==> src/rtl/alu_share_arb_pkg.sv <==
// Shared definitions for the ALU share arbiter: ALU control codes and requester index type.
package alu_share_arb_pkg;

    localparam logic [3:0] ALU_AND       = 4'b0000;
    localparam logic [3:0] ALU_OR        = 4'b0001;
    localparam logic [3:0] ALU_ADD       = 4'b0010;
    localparam logic [3:0] ALU_SUB       = 4'b0110;
    localparam logic [3:0] ALU_SLT       = 4'b0111;
    localparam logic [3:0] ALU_NOR       = 4'b1100;
    localparam logic [3:0] ALU_IDLE_CTRL = 4'b0000;

    typedef logic [0:0] req_idx_t;

    localparam req_idx_t REQ0 = 1'b0;
    localparam req_idx_t REQ1 = 1'b1;

endpackage

==> src/rtl/alu_share_arb_rr_arb2.sv <==
// Two-way round-robin grant logic; the pointer remembers the last granted requester
// so that the other one wins the next tie.
module alu_share_arb_rr_arb2
    import alu_share_arb_pkg::*;
(
    input  logic clk,
    input  logic reset,
    input  logic elig0,
    input  logic elig1,
    output logic gnt0,
    output logic gnt1
);

    req_idx_t last_r;
    logic     gnt0_s;
    logic     gnt1_s;

    // Grant selection: a lone eligible requester wins, a tie goes away from last_r
    always_comb begin
        gnt0_s = 1'b0;
        gnt1_s = 1'b0;
        if (elig0 && elig1) begin
            gnt0_s = (last_r == REQ1);
            gnt1_s = (last_r == REQ0);
        end else begin
            gnt0_s = elig0;
            gnt1_s = elig1;
        end
    end

    // Last-grant pointer; resets to requester 1 so requester 0 wins the first tie
    always_ff @(posedge clk or posedge reset) begin
        if (reset) begin
            last_r <= REQ1;
        end else if (gnt0_s) begin
            last_r <= REQ0;
        end else if (gnt1_s) begin
            last_r <= REQ1;
        end else begin
            last_r <= last_r;
        end
    end

    assign gnt0 = gnt0_s;
    assign gnt1 = gnt1_s;

endmodule

==> src/rtl/alu_share_arb.sv <==
// Arbitrates two requesters onto one external single-cycle ALU and buffers each
// requester's result/zero flag in a one-deep valid/ready response slot.
module alu_share_arb
    import alu_share_arb_pkg::*;
#(
    parameter int WIDTH  = 32,
    parameter int CTRL_W = 4
) (
    input  logic              clk,
    input  logic              reset,
    input  logic              req0,
    input  logic              req1,
    input  logic [CTRL_W-1:0] ctrl0,
    input  logic [CTRL_W-1:0] ctrl1,
    input  logic [WIDTH-1:0]  a0,
    input  logic [WIDTH-1:0]  b0,
    input  logic [WIDTH-1:0]  a1,
    input  logic [WIDTH-1:0]  b1,
    output logic              gnt0,
    output logic              gnt1,
    output logic              rsp_valid0,
    output logic              rsp_valid1,
    input  logic              rsp_ready0,
    input  logic              rsp_ready1,
    output logic [WIDTH-1:0]  rsp_result0,
    output logic [WIDTH-1:0]  rsp_result1,
    output logic              rsp_zero0,
    output logic              rsp_zero1,
    output logic [CTRL_W-1:0] alu_control,
    output logic [WIDTH-1:0]  alu_a,
    output logic [WIDTH-1:0]  alu_b,
    input  logic [WIDTH-1:0]  alu_result,
    input  logic              alu_zero
);

    logic              elig0_s;
    logic              elig1_s;
    logic              gnt0_s;
    logic              gnt1_s;
    logic              rsp_valid0_r;
    logic              rsp_valid1_r;
    logic [WIDTH-1:0]  rsp_result0_r;
    logic [WIDTH-1:0]  rsp_result1_r;
    logic              rsp_zero0_r;
    logic              rsp_zero1_r;
    logic [CTRL_W-1:0] alu_control_s;
    logic [WIDTH-1:0]  alu_a_s;
    logic [WIDTH-1:0]  alu_b_s;

    // A full slot may still accept a new op if it is being drained this cycle
    assign elig0_s = req0 & (~rsp_valid0_r | rsp_ready0);
    assign elig1_s = req1 & (~rsp_valid1_r | rsp_ready1);

    alu_share_arb_rr_arb2 u_rr_arb2 (
        .clk   (clk),
        .reset (reset),
        .elig0 (elig0_s),
        .elig1 (elig1_s),
        .gnt0  (gnt0_s),
        .gnt1  (gnt1_s)
    );

    // ALU operand/control mux; parks at the idle code with zero operands when nothing is granted
    always_comb begin
        alu_control_s = CTRL_W'(ALU_IDLE_CTRL);
        alu_a_s       = {WIDTH{1'b0}};
        alu_b_s       = {WIDTH{1'b0}};
        if (gnt0_s) begin
            alu_control_s = ctrl0;
            alu_a_s       = a0;
            alu_b_s       = b0;
        end else if (gnt1_s) begin
            alu_control_s = ctrl1;
            alu_a_s       = a1;
            alu_b_s       = b1;
        end else begin
            alu_control_s = CTRL_W'(ALU_IDLE_CTRL);
            alu_a_s       = {WIDTH{1'b0}};
            alu_b_s       = {WIDTH{1'b0}};
        end
    end

    // Requester 0 response slot: a load wins over a simultaneous pop
    always_ff @(posedge clk or posedge reset) begin
        if (reset) begin
            rsp_valid0_r  <= 1'b0;
            rsp_result0_r <= {WIDTH{1'b0}};
            rsp_zero0_r   <= 1'b0;
        end else if (gnt0_s) begin
            rsp_valid0_r  <= 1'b1;
            rsp_result0_r <= alu_result;
            rsp_zero0_r   <= alu_zero;
        end else if (rsp_valid0_r && rsp_ready0) begin
            rsp_valid0_r  <= 1'b0;
        end else begin
            rsp_valid0_r  <= rsp_valid0_r;
        end
    end

    // Requester 1 response slot: a load wins over a simultaneous pop
    always_ff @(posedge clk or posedge reset) begin
        if (reset) begin
            rsp_valid1_r  <= 1'b0;
            rsp_result1_r <= {WIDTH{1'b0}};
            rsp_zero1_r   <= 1'b0;
        end else if (gnt1_s) begin
            rsp_valid1_r  <= 1'b1;
            rsp_result1_r <= alu_result;
            rsp_zero1_r   <= alu_zero;
        end else if (rsp_valid1_r && rsp_ready1) begin
            rsp_valid1_r  <= 1'b0;
        end else begin
            rsp_valid1_r  <= rsp_valid1_r;
        end
    end

    assign gnt0        = gnt0_s;
    assign gnt1        = gnt1_s;
    assign rsp_valid0  = rsp_valid0_r;
    assign rsp_valid1  = rsp_valid1_r;
    assign rsp_result0 = rsp_result0_r;
    assign rsp_result1 = rsp_result1_r;
    assign rsp_zero0   = rsp_zero0_r;
    assign rsp_zero1   = rsp_zero1_r;
    assign alu_control = alu_control_s;
    assign alu_a       = alu_a_s;
    assign alu_b       = alu_b_s;

endmodule

==> config.mk <==
export PLATFORM = sky130hd
export DESIGN_NAME = alu_share_arb
export DESIGN_NICKNAME = d
export VERILOG_FILES = /design/src/rtl/alu_share_arb_pkg.sv /design/src/rtl/alu_share_arb_rr_arb2.sv /design/src/rtl/alu_share_arb.sv
export SDC_FILE = /design/constraint.sdc
export NUM_CORES = 1
export LEC_CHECK = 0
export BUFFER_PORTS_ARGS = -buffer_cell sky130_fd_sc_hd__buf_2
export CORE_ASPECT_RATIO = 0.6
export CORE_MARGIN = 8
export CORE_UTILIZATION = 25
export DETAILED_ROUTE_END_ITERATION = 6
export SKIP_LAST_GASP = 1
export SYNTH_ARGS = -nofsm -noshare
export SYNTH_HDL_FRONTEND = slang
export SYNTH_HIERARCHICAL = 1
export SYNTH_SLANG_ARGS = --single-unit
==> constraint.sdc <==
create_clock -name clk -period 2.4 [get_ports clk]
set_input_delay 0.24 -clock clk [delete_from_list [all_inputs] [get_ports clk]]
set_output_delay 0.24 -clock clk [all_outputs]
set_load 0.02 [all_outputs]
### Word level (Yosys, flattened, before mapping)

Index checks and enable logic that the tools add are counted.

* bitwise gates (word level): 7
* reduce and logical (&&, ||, !) cells: 6
* mux-type cells: 14

Operators with widths (count)
* 2-to-1 mux 32 bit: 4
* 2-to-1 mux 1 bit: 8
* 2-to-1 mux 4 bit: 2
* nonzero test 2 bit: 3
* logical AND 1 bit: 3
* NOT 1 bit: 3
* AND 1 bit: 2
* OR 1 bit: 2

* input port bits: 175
* bits in registers: 69
* output and inout bits: 138

### Depth between registers and ports, before layout

* depth after elaboration: 7
* gate-level depth with buffers: 9
* gate-level depth less buffers: 5

### Cells and area by module

The synthesis kept the hierarchy.

By module, submodules not included
* alu_share_arb: sequential area each 1701.6 um^2, instances 1, cells an instance 233, area each 3246.9 um^2
* alu_share_arb_rr_arb2: sequential area each 26.3 um^2, instances 1, cells an instance 7, area each 57.6 um^2

### Least setup slack after synthesis

Ideal clock, no wire load.

* path type: reg2out
* from: register rsp_valid1_r, in the netlist rsp_valid1
* to: output port alu_b[10]
* data required time: 2.160 ns
* cell stages (with the launch flop): 10
* data arrival time: 2.246 ns
* slack: -0.086 ns
* cell sequence: dfrtp_1 > nand2b_1 > and2_1 > a21boi_0 > buf_6 > nor2b_4 > buf_6 > buf_6 > buf_6 > a22o_1

* longest elaborated chain between the ends: 7

RTL lines
* start, declared: line alu_share_arb.sv:41 `logic rsp_valid1_r;`
* start signal, assigned: line alu_share_arb.sv:113 `rsp_valid1_r <= rsp_valid1_r;`
* NOT 1 bit *: line alu_share_arb.sv:52 `assign elig1_s = req1 & (~rsp_valid1_r | rsp_ready1);`
* OR 1 bit *: line alu_share_arb.sv:52
* AND 1 bit *: line alu_share_arb.sv:52
* named net elig1_s: line alu_share_arb.sv:37 `logic elig1_s;`
* logical AND 1 bit: line alu_share_arb_rr_arb2.sv:22 `if (elig0 && elig1) begin`
* 2-to-1 mux 1 bit *: line alu_share_arb_rr_arb2.sv:22
* named net gnt1: line alu_share_arb.sv:20 `output logic gnt1,`
* 2-to-1 mux 32 bit *: line alu_share_arb.sv:72 `end else if (gnt1_s) begin`
* 2-to-1 mux 32 bit *: line alu_share_arb.sv:68 `if (gnt0_s) begin`
* end, declared: line alu_share_arb.sv:31 `output logic [WIDTH-1:0] alu_b,`

The timed path passes the listed nets; every way through them passes the cells marked *.

### Worst setup path in the final report

* from: register rsp_valid0_r, in the netlist rsp_valid0
* to: output port alu_a[31]

* longest elaborated chain between the ends: 7

RTL lines
* start, declared: line alu_share_arb.sv:40 `logic rsp_valid0_r;`
* start signal, assigned: line alu_share_arb.sv:96 `rsp_valid0_r <= rsp_valid0_r;`
* NOT 1 bit *: line alu_share_arb.sv:51 `assign elig0_s = req0 & (~rsp_valid0_r | rsp_ready0);`
* OR 1 bit *: line alu_share_arb.sv:51
* AND 1 bit *: line alu_share_arb.sv:51
* named net elig0_s: line alu_share_arb.sv:36 `logic elig0_s;`
* logical AND 1 bit: line alu_share_arb_rr_arb2.sv:22
* 2-to-1 mux 1 bit: line alu_share_arb_rr_arb2.sv:22
* 2-to-1 mux 32 bit: line alu_share_arb.sv:72
* 2-to-1 mux 32 bit *: line alu_share_arb.sv:68
* end, declared: line alu_share_arb.sv:30 `output logic [WIDTH-1:0] alu_a,`

Marked as above.

==> results.txt <==
status: finished clean
type of the worst min-delay path: in2reg
pwr/cell area: 919 nW/µm²
global-route wire length before repair: 20.6 mm
post-cts sizing count: 0
Final Skew: 9.39 ps
count of cell types in the netlist: 15
FMAX: 437 MHz
main combinational cell family by area after synthesis: multiplexers
Req. time, crit path: 2160 ps
Fin Setup TNS: 0 ps
register area share after synthesis: 52.3%
Cell Chain, Critical Path: nand2b_1 > and2_1 > a21boi_4 > nor2b_4 > clkbuf_16 > a22o_1 > buf_2
crit path kind: reg2out
number of cell rows: 32
Post-Synth Adder-Cell Area: 0%
simple-gate share of the synthesized area: 1.67%
CP bufs+invs: 2
ratio of cells with drive above 1 in the final layout: 72.9%
Slew Limit Fails: 0
maximum root-to-sink buffer count: 2
drt pass-1 iters: 4
die area: 17300 µm²
wire per inst: 19.7 µm
area share of xor/xnor cells in the synthesized design: 0%
commonest cells after routing, fill and taps aside: buf_2 (312), a22o_1 (68), dfrtp_1 (68)
Crit path max-delay family: compound AO/OA/AOI/OAI gates
Area after DPL: 5020 µm²
Nets: 723
initial antenna violation count: 3
Vias/cell: 4.64
HPWL after detailed placement: 11.4 mm
CP peak stage delay: 380 ps
syn_nets: 415
Synth Cell Area: 3300 µm²
port buffer count: 312
setup-violating endpoint count in the final report: 0
post-synthesis mux area share: 22.5%
final wirelength: 14.3 mm
Slew headroom: 66.2%
Max-Cap Viols: 0
VDD IR max: 0.356 mV
Lkg Pwr: 2.85 nW
Worst Tran Pin Value: 507 ps
CTS buffer count: 9
vias in the first global route: 3540
Initial Utilization: 25.6%
Final ANT Viol Nets: 0
fill count: 1224
Die X-Extent: 164 µm
synthesized area per cell: 13.8 µm²
#FFs+latches synth: 69
share of the cycle needed by the critical path after routing: 95.2%
complex-gate fraction of the synthesized area: 18.6%
die height: 105 µm
Startpoint Class: flip-flop
Final Hold Viols: 0
clock-pin transition on the worst setup and hold timing paths: 60 ps
critical path endpoint category: output pin
area of the multi-input gates: 1440 µm²
core area: 12900 µm²
CP arrival: 2050 ps
crit path max fanout: 34
Iteration-0 DRC Markers: 228
clock sink count: 69
unrepaired setup endpoints after global routing: no
H-tree depth: 3
CTS tree: yes
Storage cell area: 1730 µm²
P&R area growth vs syn: 62.7%
cell count after synthesis: 240
largest net degree at the start of global routing: 78
# IOs: 313
CTS Root Cell: clkbuf_16
GP Congestion: 0.889
Ys Warns: 6
CP max-delay cell: dfrtp_1
design area: 5380 µm²
commonest non-fill, non-tap cell in the layout: buf_2
Via Count: 3366
DRC errors left: 0
GRT overflow: 0
Final Critical Period: 2290 ps
Post-CTS Repair Setup Buffers: 0
Clock Latency Late Sink: 330 ps
all-layer global routing usage: 15.0%
-- registers in the layout, indices dropped and copies added, names as in the netlist --
| name | cells |
|---|---|
| rsp_result0 | 32 |
| rsp_zero0 | 1 |
| rsp_valid1 | 1 |
| rsp_zero1 | 1 |
| u_rr_arb2/last_r | 1 |
| rsp_valid0 | 1 |
| rsp_result1 | 32 |
-- cell usage after synthesis --
library cell  count  area [µm²]
inv_1             3        11.3
a21boi_0          1        7.51
buf_6             5        56.3
nor2b_4           1        13.8
and2_1            2        12.5
a21boi_1          1        7.51
dfstp_2           1        26.3
mux2_2           66         743
buf_2            16        80.1
nand2b_1          4        25.0
nor2_1            1        3.75
a22o_1           68         596
dfrtp_1          68        1700
buf_4             2        15.0
a21oi_1           1        5.00
-- stage by stage --
step	utilization (%)	power (mW)	hold slack, ps	setup WS (ps)	cells
4_1_cts	41.3	5.00	138	53.8	721
3_5_place_dp	39.0	3.67	218	426	704
3_3_place_gp	39.0	3.63	216	464	704
6_report	41.7	4.94	156	114	725
5_1_grt	41.7	5.21	143	32.5	724
2_1_floorplan	-	2.88	130	115	240
-- worst register-to-register path, stage by stage (launching register included) --
cell and delay, ps:
dfrtp_1 380, nand2b_1 100, and2_1 240, a21boi_4 330
buf_4 390, mux2_2 410
-- power breakdown --
part | leakage [nW] | internal [mW] | total, mW | switching (mW)
combinational | 1.90 | 0.843 | 2.04 | 1.20
clock | 0.137 | 0.805 | 1.28 | 0.479
sequential | 0.804 | 1.47 | 1.62 | 0.149
total | 2.85 | 3.12 | 4.94 | 1.82
-- routing by layer --
| layer | vias to the layer above | wire [µm] | global-route usage (%) |
|---|---|---|---|
| met2 | 177 | 7410 | 26.6 |
| met5 | - | 13 | 0 |
| met3 | 15 | 1560 | 5.96 |
| met4 | 2 | 150 | 3.91 |
| li1 | 1536 | - | - |
| met1 | 1636 | 5150 | 16.5 |
-- repair_timing --
| action | CTS | global route |
|---|---|---|
| hold buffers | 1 | 0 |
| endpoints found under the setup margin | 0 | 7 |
| endpoints found under the hold margin | 13 | 0 |
-- cell families after synthesis --
family | after synthesis
AOI/OAI and AO/OA | 71
DFF | 69
muxes | 66
buffers and inverters | 26
and+or+nand+nor | 8
-- final cells by class --
cell class / instances / area share [%]
antenna: 2 / 0.0931
clock buffer: 12 / 4.40
clock inverter: 4 / 0.954
inverter: 3 / 0.209
multi-input combinational: 145 / 26.7
sequential: 69 / 32.1
tap: 170 / 3.96
timing repair buffer: 320 / 31.5
-- path summary, 6_finish.rpt --
path | startpoint | cells past startpoint | to | slack [ps]
max | rsp_valid0$_DFFE_PP0P_ | 7 | alu_a[31] | 110
min | alu_zero | 2 | rsp_zero1$_DFFE_PP0P_ | 160
max reg2reg | rsp_valid0$_DFFE_PP0P_ | 5 | rsp_result0[2]$_DFFE_PP0P_ | 430
min reg2reg | rsp_result1[20]$_DFFE_PP0P_ | 1 | rsp_result1[20]$_DFFE_PP0P_ | 500
max in group asynchronous | reset | 4 | rsp_result0[1]$_DFFE_PP0P_ | 1370
min in group asynchronous | reset | 3 | rsp_result1[15]$_DFFE_PP0P_ | 430
Power figures use the tool's default switching activity.
